$ cat config.mk
export PLATFORM = sky130hd
export DESIGN_NAME = led_sequencer
export DESIGN_NICKNAME = d
export VERILOG_FILES = /design/src/rtl/led_sequencer_pkg.sv /design/src/rtl/led_sequencer_tick_gen.sv /design/src/rtl/led_sequencer.sv
export SDC_FILE = /design/constraint.sdc
export NUM_CORES = 1
export LEC_CHECK = 0
export BUFFER_PORTS_ARGS = -buffer_cell sky130_fd_sc_hd__buf_4
export CAP_MARGIN = 0
export CORE_MARGIN = 5
export CORE_UTILIZATION = 48
export CTS_CLUSTER_DIAMETER = 80
export CTS_CLUSTER_SIZE = 24
export DETAILED_ROUTE_END_ITERATION = 7
export PLACE_DENSITY = 0.78
export SYNTH_ARGS = -nofsm -noshare
export SYNTH_HDL_FRONTEND = slang
export SYNTH_SLANG_ARGS = --single-unit
$ cat constraint.sdc
create_clock -name clk_in -period 1.6 [get_ports clk_in]
set_input_delay 0.32 -clock clk_in [delete_from_list [all_inputs] [get_ports clk_in]]
set_output_delay 0.32 -clock clk_in [all_outputs]
set_load 0.05 [all_outputs]
$ cat src/rtl/led_sequencer_pkg.sv
// Shared encodings for the LED sequencer: pattern modes and bounce direction.
package led_sequencer_pkg;

  typedef enum logic [1:0] {
    MODE_ROTATE = 2'b00,
    MODE_BOUNCE = 2'b01,
    MODE_COUNT  = 2'b10,
    MODE_BLINK  = 2'b11
  } mode_t;

  typedef enum logic {
    DIR_LEFT  = 1'b0,
    DIR_RIGHT = 1'b1
  } dir_t;

endpackage

$ cat src/rtl/led_sequencer_tick_gen.sv
// Prescaler: emits a combinational step once every 2^N enabled clock cycles.
module led_sequencer_tick_gen #(
  parameter int N = 3
) (
  input  logic clk_in,
  input  logic rst_n_in,
  input  logic en_in,
  output logic step
);

  logic [N-1:0] cnt_reg;

  always_ff @(posedge clk_in or negedge rst_n_in) begin
    if (!rst_n_in) begin
      cnt_reg <= '0;
    end else if (en_in) begin
      cnt_reg <= cnt_reg + N'(1);
    end
  end

  assign step = en_in & (cnt_reg == {N{1'b1}});

endmodule

$ cat src/rtl/led_sequencer.sv
// Parametrised LED pattern generator: rotate, bounce, binary count and blink,
// advancing one pattern step per prescaler tick.
module led_sequencer
  import led_sequencer_pkg::*;
#(
  parameter int WIDTH = 4,
  parameter int N     = 3
) (
  input  logic             clk_in,
  input  logic             rst_n_in,
  input  logic             en_in,
  input  logic [1:0]       mode_in,
  output logic [WIDTH-1:0] data,
  output logic             tick_out
);

  logic             step;
  mode_t            mode_reg, mode_next;
  dir_t             dir_reg, dir_next;
  logic [WIDTH-1:0] data_reg, data_next;
  logic             tick_reg;
  logic [WIDTH-1:0] rot_left, shl, shr, init_pattern;

  led_sequencer_tick_gen #(.N(N)) u_tick_gen (
    .clk_in   (clk_in),
    .rst_n_in (rst_n_in),
    .en_in    (en_in),
    .step     (step)
  );

  // Shift/rotate networks; zero fill at the ends keeps them valid for WIDTH=1.
  for (genvar gi = 0; gi < WIDTH; gi++) begin : g_shift
    assign rot_left[gi] = data_reg[(gi + WIDTH - 1) % WIDTH];
    if (gi == 0) begin : g_shl_lo
      assign shl[gi] = 1'b0;
    end else begin : g_shl_hi
      assign shl[gi] = data_reg[gi-1];
    end
    if (gi == WIDTH - 1) begin : g_shr_hi
      assign shr[gi] = 1'b0;
    end else begin : g_shr_lo
      assign shr[gi] = data_reg[gi+1];
    end
  end

  always_comb begin
    init_pattern = '0;
    case (mode_t'(mode_in))
      MODE_ROTATE: init_pattern = WIDTH'(1);
      MODE_BOUNCE: init_pattern = WIDTH'(1);
      MODE_COUNT:  init_pattern = '0;
      MODE_BLINK:  init_pattern = '1;
      default:     init_pattern = '0;
    endcase
  end

  always_ff @(posedge clk_in or negedge rst_n_in) begin
    if (!rst_n_in) begin
      mode_reg <= MODE_ROTATE;
      dir_reg  <= DIR_LEFT;
      data_reg <= WIDTH'(1);
      tick_reg <= 1'b0;
    end else begin
      mode_reg <= mode_next;
      dir_reg  <= dir_next;
      data_reg <= data_next;
      tick_reg <= step;
    end
  end

  // A mode change only reloads the pattern; advancing waits for the next step.
  always_comb begin
    mode_next = mode_reg;
    dir_next  = dir_reg;
    data_next = data_reg;
    if (step) begin
      if (mode_t'(mode_in) != mode_reg) begin
        mode_next = mode_t'(mode_in);
        dir_next  = DIR_LEFT;
        data_next = init_pattern;
      end else begin
        case (mode_reg)
          MODE_ROTATE: data_next = rot_left;
          MODE_BOUNCE: begin
            if (WIDTH > 1) begin
              if (dir_reg == DIR_LEFT) begin
                data_next = shl;
                if (shl[WIDTH-1]) dir_next = DIR_RIGHT;
              end else begin
                data_next = shr;
                if (shr[0]) dir_next = DIR_LEFT;
              end
            end
          end
          MODE_COUNT:  data_next = data_reg + WIDTH'(1);
          MODE_BLINK:  data_next = ~data_reg;
          default:     data_next = data_reg;
        endcase
      end
    end
  end

  always_comb begin
    data     = data_reg;
    tick_out = tick_reg;
  end

endmodule

==> qor.csv <==
metric,value,unit
status,"complete, no violations",
"top cells by area, synth","dfrtp_1 37%, ha_1 5.6%, dfstp_2 3.9%",
Slew HR,74.2,%
clock slew at reported path FFs,70,ps
Root Buffer,clkbuf_4,
Vias,516,
worst path arrival time,1660,ps
Yosys top cell area share,37.2,%
Max-Cap Viols,0,
"Seq/Total Area, Yosys",41.1,%
Rows,13,
first-pass GRT wire length,2.23,mm
Achievable Freq,664,MHz
RSZ-0062 raised after global routing,no,
fin nets,87,
"most used cell, CP",ha_1,
Synth Flop Type,dfrtp_1,
Leak,0.345,nW
Hold Slack,266,ps
clk buf depth,2,
Largest register FFs,4,
Worst setup SP type,register,
"Cell Chain, Critical Path","ha_1, ha_1, and2_2, o21ai_1, a221o_1, o211a_1",
DIE AREA,2250,um^2
xor-xnor portion of the synthesized cell area,6.51,%
Routed WL,1.25,mm
Syn Nets,74,
CORE AREA,1320,um^2
slowest CP cell,dfrtp_1,
layout cells sized above 1,30.8,%
Simple-Gate Fraction of Synth Area,14.7,%
"Max FO, Critical Path",9,
post-route ant nets,0,
Max VDD drop,1.25,mV
final period demand of the worst path,1510,ps
pwr/cell area,2180,nW/um^2
Ys Warns,0,
#FFs+latches synth,11,
TritonCTS Buffers,3,
Die Width,47.5,um
Placed Area,731,um^2
"Async S/R FF share, synth",100,%
HP Class,in -> reg,
DR iter-0 viols,18,
Post-synth EDFFs,0,
Clock Skew,3.62,ps
DR vias/cell,5.55,
Top Ports,10,
cell taking the most area after synthesis,dfrtp_1,
Post-Syn Instances,66,
worst skew pair latency,270,ps
Post-Syn Area,673,um^2
critical path's largest stage delay,360,ps
post-DP HPWL,900,um
DRC Markers,0,
area grow syn2layout,14.3,%
Initial Util,51.1,%
max-slew violations,0,
"CP delay by family, top",compound AO/OA/AOI/OAI gates,
antenna violations before repair,0,
CP Buf/Inv Count,0,
Final Wtd Congestion,0.729,
Post-Route Setup TNS,0,ps
crit path capture type,register,
Final Power,1.68,mW
antenna cells,0,
"non-filler cells, final",93,
Yosys cell types,30,
largest family of logic cells by synthesized area,compound AO/OA/AOI/OAI gates,
Finished Cell Area,769,um^2
clock sinks,11,
# setup viols final,0,
Synth Area in Compound Gates,21.7,%
CTS H-tree lvls,1,
Die H,47.5,um
syn avg cell area,10.2,um^2
CTS tree,done,
grt total ovfl,0,
Final Hold Viols,0,
number of global-route vias before repair,483,
drt first pass iters,4,
multiplexer area fraction after synthesis,3.35,%
CP Class,reg -> reg,
adder-cell area share of the yosys netlist,5.58,%
critical path required time,1760,ps
Inst Count DP,88,
Tcrit/Tclk final,94.2,%
worst slew pin tran,383,ps
Routed WL per cell,13.5,um
Port Buffers,9,
Tot GR Track Use,14.3,%
largest net degree at the start of global routing,16,
[area by class of cell]
type | count | area [um^2]
clock buffer | 4 | 26.3
inverter | 3 | 11.3
tap | 15 | 18.8
multi-input combinational | 49 | 350
fill | 125 | 548
sequential | 11 | 278
timing repair buffer | 11 | 85.1
[worst reg2reg max path, cell delays in order (launching register included)]
cell     delay [ps]
dfrtp_1         360
ha_1            150
ha_1            130
and2_2          220
o21ai_1         120
a221o_1         280
o211a_1         130
[per-stage QoR]
step,utilization (%),setup WS [ps]
after floorplan,-,7.20
after CTS,58.3,96.2
final,58.4,93.2
after detailed placement,55.5,-3.52
after global routing,58.4,19.7
after global placement,55.5,70.4
[logic make-up (layout without fill, tap and decap cells)]
logic type                 count (synthesis)  after routing
AOI/OAI and AO/OA                         21             21
xor gates and xnor gates                   5              5
adders and majority gates                  3              3
buffers and inverters                      6             18
DFF                                       11             11
muxes                                      2              2
and+or+nand+nor                           18             18
[synth_stat cells (all sizes together) (3+ instances only)]
| cell | count |
|---|---|
| a21oi | 5 |
| dfrtp | 10 |
| ha | 3 |
| inv | 3 |
| nand2 | 5 |
| nand2b | 3 |
| nor2 | 3 |
| o21ai | 6 |
| xnor2 | 3 |
[placed cells by master (no fill, tap or decap), types with 2 or more instances in the layout]
cell type and instances:
a211oi_1 2, a21oi_1 5, and2_2 2, buf_4 10
clkbuf_4 3, dfrtp_1 9, ha_1 3, inv_1 3
mux2_2 2, nand2_1 5, nand2b_1 3, nor2_1 3
o21ai_0 5, o221a_2 2, xnor2_1 3, xor2_1 2
[power by group]
part / internal (mW) / total, mW / switching (mW)
logic: 0.383 / 0.842 / 0.459
clock network: 0.0965 / 0.188 / 0.0919
registers: 0.427 / 0.650 / 0.224
[final timing paths]
path	depth (start not counted)	endpoint	slack, ps	from
worst max-delay path	6	data[3]$_DFFE_PN0P_	90	u_tick_gen.cnt_reg[0]$_DFFE_PN0P_
worst min-delay path	2	u_tick_gen.cnt_reg[0]$_DFFE_PN0P_	270	en_in
worst max register to register	6	data[3]$_DFFE_PN0P_	90	u_tick_gen.cnt_reg[0]$_DFFE_PN0P_
worst min register to register	1	u_tick_gen.cnt_reg[0]$_DFFE_PN0P_	480	u_tick_gen.cnt_reg[0]$_DFFE_PN0P_
max in group asynchronous	2	data[0]$_DFFE_PN1P_	950	rst_n_in
min in group asynchronous	2	mode_reg[1]$_DFFE_PN0P_	420	rst_n_in
[per-layer routing]
layer	global-route usage (%)	up-vias	part of all wire, %
met3	2.63	2	4.1
met5	0	-	0
met1	19.2	239	49
met4	8.29	0	0.72
met2	21.4	9	46
li1	-	266	-
[what timing repair did]
action                                 in CTS  in global routing
pin swaps                                   0                  0
buffers inserted                            0                  0
endpoints found under the hold margin      10                  0
resized for setup                           1                  1
hold buffers                                1                  0
setup endpoints to repair                   1                  2
No activity file was read; power rests on OpenSTA's default activity.
